$ cat src/rtl/fpu_pkg.sv
`default_nettype none
// ============================================================================
//  Module   : fpu_pkg
//  Purpose  : Shared definitions for the FPU operation sequencer.
//             - FPU function-code constants (FUNC_ADD .. FUNC_MOV)
//             - Helpers that classify a function code
//             - Sequencer FSM state encoding
//  Ports    : none (package)
//  Revision : 1.0 - initial release
// ============================================================================
package fpu_pkg;

  // FPU function codes as seen on req_func / fpu_func
  localparam logic [3:0] FUNC_ADD  = 4'b0000;
  localparam logic [3:0] FUNC_SUB  = 4'b0001;
  localparam logic [3:0] FUNC_CEQ  = 4'b0010;
  localparam logic [3:0] FUNC_CLT  = 4'b0011;
  localparam logic [3:0] FUNC_CLE  = 4'b0100;
  localparam logic [3:0] FUNC_CGT  = 4'b0101;
  localparam logic [3:0] FUNC_CGE  = 4'b0110;
  localparam logic [3:0] FUNC_MFC1 = 4'b0111;
  localparam logic [3:0] FUNC_MTC1 = 4'b1000;
  localparam logic [3:0] FUNC_MOV  = 4'b1001;

  // Sequencer state encoding
  typedef enum logic [1:0] {
    ST_IDLE = 2'd0,
    ST_READ = 2'd1,
    ST_EXEC = 2'd2,
    ST_WB   = 2'd3
  } seq_state_e;

  // Compare family: the result goes to the condition flag, not a regfile
  function automatic logic is_compare(input logic [3:0] func);
    return (func >= FUNC_CEQ) && (func <= FUNC_CGE);
  endfunction

  // Codes above FUNC_MOV are reserved and raise illegal_op
  function automatic logic is_legal(input logic [3:0] func);
    return func <= FUNC_MOV;
  endfunction

  // Pure data moves: their result is one of the operands
  function automatic logic is_move(input logic [3:0] func);
    return (func == FUNC_MFC1) || (func == FUNC_MTC1) || (func == FUNC_MOV);
  endfunction

endpackage : fpu_pkg
`default_nettype wire

$ cat src/rtl/fpu_seq_wb_mux.sv
`default_nettype none
// ============================================================================
//  Module   : fpu_seq_wb_mux
//  Purpose  : Combinational writeback selection for the FPU sequencer.
//             Decodes the latched function code during the WB state into
//             the regfile strobes, destination/data and flag update.
//  Ports    : wb_en_i         - sequencer is in the WB state
//             func_i          - latched function code
//             fd_i            - latched destination register
//             result_i        - captured result
//             cc_i            - current condition flag (gates mov.s)
//             wb_fp_valid_o   - FP regfile write strobe
//             wb_gpr_valid_o  - GPR write strobe
//             wb_addr_o       - destination, 0 when no strobe
//             wb_data_o       - write data, 0 when no strobe
//             illegal_o       - reserved function code reached WB
//             cc_update_o     - load the condition flag at end of WB
//  Revision : 1.0 - initial release
// ============================================================================
module fpu_seq_wb_mux
  import fpu_pkg::*;
#(
  parameter int DATA_W = 32,
  parameter int REG_AW = 5
) (
  input  logic              wb_en_i,
  input  logic [3:0]        func_i,
  input  logic [REG_AW-1:0] fd_i,
  input  logic [DATA_W-1:0] result_i,
  input  logic              cc_i,
  output logic              wb_fp_valid_o,
  output logic              wb_gpr_valid_o,
  output logic [REG_AW-1:0] wb_addr_o,
  output logic [DATA_W-1:0] wb_data_o,
  output logic              illegal_o,
  output logic              cc_update_o
);

  always_comb begin
    wb_fp_valid_o  = 1'b0;
    wb_gpr_valid_o = 1'b0;
    wb_addr_o      = '0;
    wb_data_o      = '0;
    illegal_o      = 1'b0;
    cc_update_o    = 1'b0;

    if (wb_en_i) begin
      if (!is_legal(func_i)) begin
        illegal_o = 1'b1;
      end else if (is_compare(func_i)) begin
        cc_update_o = 1'b1;
      end else begin
        unique case (func_i)
          FUNC_ADD, FUNC_SUB, FUNC_MTC1: wb_fp_valid_o  = 1'b1;
          FUNC_MFC1:                     wb_gpr_valid_o = 1'b1;
          // Conditional move: writes only when the flag set by an earlier
          // compare is high
          FUNC_MOV:                      wb_fp_valid_o  = cc_i;
          default:                       wb_fp_valid_o  = 1'b0;
        endcase
      end

      // Address and data are only presented alongside a strobe
      if (wb_fp_valid_o || wb_gpr_valid_o) begin
        wb_addr_o = fd_i;
        wb_data_o = result_i;
      end
    end
  end

endmodule : fpu_seq_wb_mux
`default_nettype wire

$ cat src/rtl/fpu_op_sequencer.sv
`default_nettype none
// ============================================================================
//  Module   : fpu_op_sequencer
//  Purpose  : Multi-cycle issue controller between instruction decode and a
//             combinational FPU datapath. Accepts one op at a time, reads
//             the FP operands, holds them on the datapath for EXEC_CYCLES
//             cycles, captures the result and issues one writeback (FP RF,
//             GPR or condition flag). Owns the architectural FP cc flag.
//  Config   : `define FPU_SEQ_FAST_MOVE_EN - mfc1/mtc1/mov.s bypass EXEC and
//             write back straight from the operand read (READ -> WB).
//  Ports    : clk, rst (async, active-high)
//             req_*        - op request, valid/ready handshake
//             rf_r*_addr/rf_r*_data - FP regfile combinational read
//             fpu_*        - datapath operands / function / result / flag
//             wb_*         - writeback strobes, destination and data
//             cc_flag      - FP condition flag
//             busy         - sequencer not idle
//             illegal_op   - one-cycle pulse for reserved function codes
//  Revision : 1.0 - initial release
// ============================================================================
module fpu_op_sequencer
  import fpu_pkg::*;
#(
  parameter int EXEC_CYCLES = 2,
  parameter int DATA_W      = 32,
  parameter int REG_AW      = 5
) (
  input  logic              clk,
  input  logic              rst,
  input  logic              req_valid,
  output logic              req_ready,
  input  logic [3:0]        req_func,
  input  logic [REG_AW-1:0] req_fs,
  input  logic [REG_AW-1:0] req_ft,
  input  logic [REG_AW-1:0] req_fd,
  input  logic [DATA_W-1:0] req_gpr,
  output logic [REG_AW-1:0] rf_ra_addr,
  output logic [REG_AW-1:0] rf_rb_addr,
  input  logic [DATA_W-1:0] rf_ra_data,
  input  logic [DATA_W-1:0] rf_rb_data,
  output logic [DATA_W-1:0] fpu_a,
  output logic [DATA_W-1:0] fpu_b,
  output logic [DATA_W-1:0] fpu_gpr,
  output logic [3:0]        fpu_func,
  input  logic [DATA_W-1:0] fpu_result,
  input  logic              fpu_cmp_flag,
  output logic              wb_fp_valid,
  output logic              wb_gpr_valid,
  output logic [REG_AW-1:0] wb_addr,
  output logic [DATA_W-1:0] wb_data,
  output logic              cc_flag,
  output logic              busy,
  output logic              illegal_op
);

  // Counter reload value: counts EXEC_CYCLES-1 down to 0
  localparam logic [3:0] EXEC_LAST = 4'(EXEC_CYCLES - 1);

  seq_state_e        state_q, state_d;
  logic [3:0]        cnt_q, cnt_d;

  // Request latches
  logic [3:0]        func_q;
  logic [REG_AW-1:0] fs_q, ft_q, fd_q;
  logic [DATA_W-1:0] gpr_q;

  // Datapath operand registers; they only load on READ -> EXEC so the
  // datapath inputs are frozen for the whole execute window and hold
  // their last value otherwise
  logic [DATA_W-1:0] fpu_a_q, fpu_b_q, fpu_gpr_q;
  logic [3:0]        fpu_func_q;

  logic [DATA_W-1:0] result_q;
  logic              cmp_q;     // compare outcome waiting for WB
  logic              cc_q;      // architectural condition flag

  logic              accept;
  logic              exec_done;
  logic              fast_move;
  logic              cc_update;

`ifdef FPU_SEQ_FAST_MOVE_EN
  assign fast_move = is_move(func_q);
`else
  assign fast_move = 1'b0;
`endif

  assign accept    = (state_q == ST_IDLE) && req_valid;
  assign exec_done = (state_q == ST_EXEC) && (cnt_q == 4'd0);

  // --------------------------------------------------------------------------
  // FSM: state register
  // --------------------------------------------------------------------------
  always_ff @(posedge clk or posedge rst) begin
    if (rst) begin
      state_q <= ST_IDLE;
      cnt_q   <= 4'd0;
    end else begin
      state_q <= state_d;
      cnt_q   <= cnt_d;
    end
  end

  // --------------------------------------------------------------------------
  // FSM: next state
  // --------------------------------------------------------------------------
  always_comb begin
    state_d = state_q;
    cnt_d   = cnt_q;
    unique case (state_q)
      ST_IDLE: begin
        if (req_valid) begin
          state_d = ST_READ;
        end
      end
      ST_READ: begin
        if (fast_move) begin
          state_d = ST_WB;
        end else begin
          state_d = ST_EXEC;
          cnt_d   = EXEC_LAST;
        end
      end
      ST_EXEC: begin
        if (cnt_q == 4'd0) begin
          state_d = ST_WB;
        end else begin
          cnt_d = cnt_q - 4'd1;
        end
      end
      ST_WB: begin
        state_d = ST_IDLE;
      end
      default: begin
        state_d = ST_IDLE;
      end
    endcase
  end

  // --------------------------------------------------------------------------
  // Datapath registers
  // --------------------------------------------------------------------------
  always_ff @(posedge clk or posedge rst) begin
    if (rst) begin
      func_q     <= 4'd0;
      fs_q       <= '0;
      ft_q       <= '0;
      fd_q       <= '0;
      gpr_q      <= '0;
      fpu_a_q    <= '0;
      fpu_b_q    <= '0;
      fpu_gpr_q  <= '0;
      fpu_func_q <= 4'd0;
      result_q   <= '0;
      cmp_q      <= 1'b0;
      cc_q       <= 1'b0;
    end else begin
      if (accept) begin
        func_q <= req_func;
        fs_q   <= req_fs;
        ft_q   <= req_ft;
        fd_q   <= req_fd;
        gpr_q  <= req_gpr;
      end

      if (state_q == ST_READ) begin
        if (fast_move) begin
          // Moves need no arithmetic: take the operand directly
          result_q <= (func_q == FUNC_MTC1) ? gpr_q : rf_ra_data;
        end else begin
          fpu_a_q    <= rf_ra_data;
          fpu_b_q    <= rf_rb_data;
          fpu_gpr_q  <= gpr_q;
          fpu_func_q <= func_q;
        end
      end

      if (exec_done) begin
        result_q <= fpu_result;
        cmp_q    <= fpu_cmp_flag;
      end

      // Flag changes at the end of WB, so a following mov.s sees it
      if (cc_update) begin
        cc_q <= cmp_q;
      end
    end
  end

  // --------------------------------------------------------------------------
  // Writeback selection
  // --------------------------------------------------------------------------
  fpu_seq_wb_mux #(
    .DATA_W (DATA_W),
    .REG_AW (REG_AW)
  ) u_wb_mux (
    .wb_en_i        (state_q == ST_WB),
    .func_i         (func_q),
    .fd_i           (fd_q),
    .result_i       (result_q),
    .cc_i           (cc_q),
    .wb_fp_valid_o  (wb_fp_valid),
    .wb_gpr_valid_o (wb_gpr_valid),
    .wb_addr_o      (wb_addr),
    .wb_data_o      (wb_data),
    .illegal_o      (illegal_op),
    .cc_update_o    (cc_update)
  );

  // --------------------------------------------------------------------------
  // Outputs
  // --------------------------------------------------------------------------
  // Gated with rst so the request side reads as not-ready while held in reset
  assign req_ready  = (state_q == ST_IDLE) && !rst;
  assign busy       = (state_q != ST_IDLE);
  assign rf_ra_addr = (state_q == ST_READ) ? fs_q : '0;
  assign rf_rb_addr = (state_q == ST_READ) ? ft_q : '0;
  assign fpu_a      = fpu_a_q;
  assign fpu_b      = fpu_b_q;
  assign fpu_gpr    = fpu_gpr_q;
  assign fpu_func   = fpu_func_q;
  assign cc_flag    = cc_q;

endmodule : fpu_op_sequencer
`default_nettype wire

$ cat config.mk
export PLATFORM = sky130hd
export DESIGN_NAME = fpu_op_sequencer
export DESIGN_NICKNAME = d
export VERILOG_FILES = /design/src/rtl/fpu_pkg.sv /design/src/rtl/fpu_seq_wb_mux.sv /design/src/rtl/fpu_op_sequencer.sv
export SDC_FILE = /design/constraint.sdc
export NUM_CORES = 1
export LEC_CHECK = 0
export CAP_MARGIN = 30
export CORE_ASPECT_RATIO = 0.7
export CORE_MARGIN = 4
export CORE_UTILIZATION = 44
export CTS_CLUSTER_SIZE = 28
export DETAILED_ROUTE_END_ITERATION = 10
export PLACE_DENSITY = 0.85
export SYNTH_ARGS = -nofsm -noshare
export SYNTH_HDL_FRONTEND = slang
export SYNTH_SLANG_ARGS = --single-unit
$ cat constraint.sdc
create_clock -name clk -period 7.7 [get_ports clk]
set_input_delay 0.77 -clock clk [delete_from_list [all_inputs] [get_ports clk]]
set_output_delay 0.77 -clock clk [all_outputs]
set_load 0.01 [all_outputs]
Word level (Yosys, flattened, before mapping)

Cells that the tools add are included.

Flip-flop bits (word level): 191
Word-level logic and storage cells: 68
Output and inout bits: 153

Reductions and logical operators: 14
Add/subtract/negate cells: 1
Mux-type cells: 26
$lt $le $gt $ge: 3
Eq/ne operators: 10

Operators with widths:

| kind                  | count |
|---|---|
| $mux W32              | 2 |
| $mux W5               | 4 |
| $mux W1               | 14 |
| $eq A4 B4 Y1 const B  | 2 |
| $logic_not A4 Y1      | 2 |
| $pmux W2 S4           | 1 |
| $pmux W4 S2           | 1 |
| $eq A2 B2 Y1 const B  | 2 |
| $eq A4 B1 Y1 const B  | 1 |
| $eq A4 B3 Y1 const B  | 1 |
| $ge A4 B2 Y1 const B  | 1 |
| $le A4 B3 Y1 const B  | 1 |
| $le A4 B4 Y1 const B  | 1 |
| $logic_and A1 B1 Y1   | 4 |
| $mux W2               | 2 |
| $mux W4               | 1 |
| $ne A2 B2 Y1 const B  | 2 |
| $reduce_and A2 Y1     | 2 |
| $reduce_bool A2 Y1    | 2 |
| $sub A4 B1 Y4 const B | 1 |
| $reduce_or A3 Y1      | 1 |
| $eq A2 B1 Y1 const B  | 1 |
| $logic_not A2 Y1      | 1 |
| $ne A2 B1 Y1 const B  | 1 |
| other kinds (3)       | 3 |

Logic depth before layout (Yosys ltp)

Depth after elaboration: 9
Mapped depth: 7
Gate-level depth less buffers: 5

Cells and area by module

From an unflattened synthesis, not the netlist that was laid out.

Cells, all modules: 537
Area total of the unflattened synthesis: 8071.5 um^2

By module, submodules not included:

| module           | seq. area each (um^2) | area each (um^2) | times used | cells each |
|---|---|---|---|---|
| fpu_op_sequencer | 4779.6                | 7460.9           | 1          | 442 |
| fpu_seq_wb_mux   | 0.0                   | 610.6            | 1          | 95 |

Worst setup path before layout

OpenSTA, ideal clock, no wires.

Path type: reg2out
From: reg state_q[0]
To: out wb_addr[0]
Setup slack: 5.624 ns
Stages on the path, launching flop included: 6
Arrival time: 1.306 ns
Cells stage by stage: dfrtp_1 > ha_1 > clkbuf_1 > buf_2 > nand2_1 > a21oi_1

Cells in the longest elaborated chain, start to end: 2

RTL lines:

| item                     | RTL line                | text |
|---|---|---|
| start: declaration       | fpu_op_sequencer.sv:59  | `seq_state_e state_q, state_d;` |
| start signal: assignment | fpu_op_sequencer.sv:99  | `state_q <= state_d;` |
| $eq A2 B2 Y1             | fpu_op_sequencer.sv:197 | `.wb_en_i (state_q == ST_WB),` |
| $mux W5                  | fpu_seq_wb_mux.sv:47    | `if (wb_en_i) begin` |
| end: declaration         | fpu_op_sequencer.sv:49  | `output logic [REG_AW-1:0] wb_addr,` |

No other way between the ends.

Worst setup path in the final report

From: reg state_q[0]
To: out wb_gpr_valid

Cells in the longest elaborated chain, start to end: 2

RTL lines:

| item             | RTL line                | text |
|---|---|---|
| $eq A2 B2 Y1     | fpu_op_sequencer.sv:197 |  |
| $mux W1          | fpu_seq_wb_mux.sv:47    |  |
| end: declaration | fpu_op_sequencer.sv:48  | `output logic wb_gpr_valid,` |

No other way between the ends.

==> impl_results.md <==
* Critical Path Sink Type: output pin
* # IOs at 304
* Port buffer count at 303
* Slowest-stage cell, CP: clkdlybuf4s50_1
* Final nets at 1000
* Post-synth top area share at 0.592
* Clk sinks at 191
* Die height at 121 µm
* CTS tree: built
* CTS root buf: clkbuf_16
* Most area-hungry cell type in the Yosys netlist: dfrtp_1
* CP top delay family: buffers and inverters
* Vias at 5371
* Mapped Area at around 0.0081 mm²
* Die W at 170 µm
* Layout area overhead at 46.4%
* Pre-antenna DRT Iters at 4
* Leakage at 0.00485 µW
* Total Routing Usage GR at 0.191
* Vias in the first global route at around 5700
* Initial antenna violation count at 0
* Most frequent cell after synthesis: dfrtp_1
* Largest net degree at the start of global routing at 122
* Iter 0 DRT Violations at 249
* Crit start category: flop
* DR WL/cell at about 18 µm
* DRC at 0
* Hold WS at 0.499 ns
* Resize count post-CTS at 0
* Mapped Cells at 546
* Worst slew margin at 0.391
* Synth warn at 0
* Core area at between 0.015 and 0.02 mm²
* Gpl congestion at 0.749
* CP required at 6.93 ns
* Worst path cell trace: ha_1 -> buf_4 -> nor2b_1 -> and4_2 -> clkdlybuf4s50_1
* Peak supply drop at 0.000185 V
* First-pass GRT wire length at 30800 µm
* GR Overflow Total at 0
* Post-detailed-route count of antenna-violating nets at 0
* Setup-failing EPs final at 0
* Max-slew violations at 0
* Sequential-to-total area share from yosys stat at 0.592
* Initial Util at 0.448
* Buf/Inv on CP at 2
* Max FO, Critical Path at 40
* Max-cap violations at 0
* Outcome: complete, no violations
* Final period utilization at 0.428
* Synth Register Bits at between 150 and 200
* Clock Path Buffers at 2
* Worst path arrival time at about 2.5 ns
* CTS H-tree depth at 4
* Fmax at 0.304 GHz
* Actual slew at the worst max-slew pin at 0.914 ns
* Hold crit path type: flop to flop
* Unique masters post-synth at 32
* Ys flop type: dfrtp_1
* Antenna Cells at 0
* Hpwl dp at 14300 µm
* Synth area leaders: dfrtp_1 (59%), mux2_2 (22%), mux2_4 (5.2%), a21oi_2 (3.3%), nand2_1 (1.8%)
* FFs w/ async S/R, synth at 1.00
* Die Area at 0.0206 mm²
* Share of cells above drive strength 1 at 0.306
* Final WL at 19700 µm
* Num CTS Buffers at 17
* Worst Setup Path Type: flop to output pin
* Net Count, Synth at ~700
* Layout Skew at between 0.01 and 0.015 ns
* EDFF count, synth at 0
* Mapped Avg Cell Area at 14.8 µm²
* Clock transition at path regs at 0.07 ns
* Unrepaired setup endpoints after global routing: no
* Hold Buf Count CTS at 0
* Min Tclk post-route at 3.29 ns
* Setup_tns at 0 ns
* Rows at 41
* Power Dens Cells at 417 mW/mm²
* Register-to-register setup slack at between 5 and 6 ns
* Largest stage delay on the critical path at ~0.55 ns
* Clock latency at the later pin of the worst-skew pair at 0.42 ns
* Hold Vio Cnt, Final at 0
* Via density at 4.92
* Most frequent cells after synthesis: dfrtp_1 (191), mux2_2 (158), nand2_1 (39)
* Post-CTS setup buffers at 0
[per-stage QoR]
step / cells / cell area [µm²] / worst slack, ns / total power (µW) / utilization
5_1_grt: 1091 / 11800 / 4.24 / 5250 / 0.656
4_1_cts: 1090 / 11800 / 4.36 / 4980 / 0.655
6_report: 1091 / 11800 / 4.41 / 4930 / 0.656
3_5_place_dp: 1058 / 11200 / 4.77 / 4110 / 0.624
2_1_floorplan: 546 / 8070 / 1.73 / 3140 / -
3_3_place_gp: 1058 / 11200 / 4.79 / 4040 / 0.624
[routing by layer]
layer / vias up / GRT usage / wire [µm]
met5: - / 0 / 0
met1: 2661 / 0.231 / 8140
met3: 21 / 0.0824 / 1940
met4: 0 / 0.0503 / 240
met2: 200 / 0.313 / 9360
li1: 2489 / - / -
[flip-flops by register name (all words and copies together) (netlist names)]
name / count
fpu_a: 32
fpu_b: 32
fpu_gpr: 32
gpr_q: 32
result_q: 32
fd_q: 5
fs_q: 5
ft_q: 5
cnt_q: 4
fpu_func: 4
func_q: 4
state_q: 2
cc_flag: 1
cmp_q: 1
[cells by family (layout without fill, tap and decap cells)]
group | count (synthesis) | in the layout | share of synthesized area
AND/OR/NAND/NOR | 68 | 68 | 0.0400
multiplexers | 186 | 186 | 0.273
adder cells (fa/ha/maj) | 7 | 7 | 0.0109
buffers and inverters | 42 | 351 | 0.0343
AO/OA/AOI/OAI | 52 | 52 | 0.0501
flip-flops | 191 | 191 | 0.592
[where the power goes]
part	internal [µW]	total [µW]	switching (µW)
Clock	436	837	401
Combinational	1360	2280	919
Sequential	1520	1810	282
Total	3330	4930	1600
[path summary, 6_finish.rpt]
kind,end,cells after the start,from
setup reg to reg,fpu_b[18],4,state_q[1]
hold reg to reg,ft_q[3],1,ft_q[3]
hold / removal,ft_q[3],1,ft_q[3]
max in group asynchronous,gpr_q[0],3,rst
setup / recovery,wb_gpr_valid,5,state_q[0]
min in group asynchronous,fpu_a[20],2,rst
[placed cells by master, fill, tap and decap left out, types with 2 or more instances in the layout]
| cell | n |
|---|---|
| and2_1 | 10 |
| inv_6 | 6 |
| mux2_2 | 158 |
| inv_8 | 3 |
| nand2_1 | 38 |
| clkdlybuf4s50_1 | 303 |
| inv_1 | 8 |
| nor3_1 | 2 |
| dfrtp_1 | 191 |
| ha_1 | 6 |
| clkinvlp_4 | 2 |
| clkbuf_16 | 17 |
| a21oi_1 | 9 |
| o21ai_0 | 4 |
| buf_4 | 6 |
| nor2b_1 | 3 |
| mux2_4 | 28 |
| a21o_1 | 2 |
| nor2_1 | 5 |
| a21oi_2 | 30 |
| nand3_1 | 3 |
[final cells by class]
cell class / count / area [µm²]
Clock buffer: 19 / 443
Sequential cell: 191 / 4780
Inverter: 9 / 41.3
Timing Repair Buffer: 310 / 3100
Clock inverter: 13 / 120
Fill cell: 1338 / 6190
Tap cell: 236 / 295
Multi-Input combinational cell: 313 / 3040
[worst register-to-register path, stage by stage, from the launching register on]
cell and delay, ns:
dfrtp_1 0.41, inv_1 0.15, ha_4 0.49, buf_4 0.83, mux2_2 0.50
(Power assumes the default switching activity.)
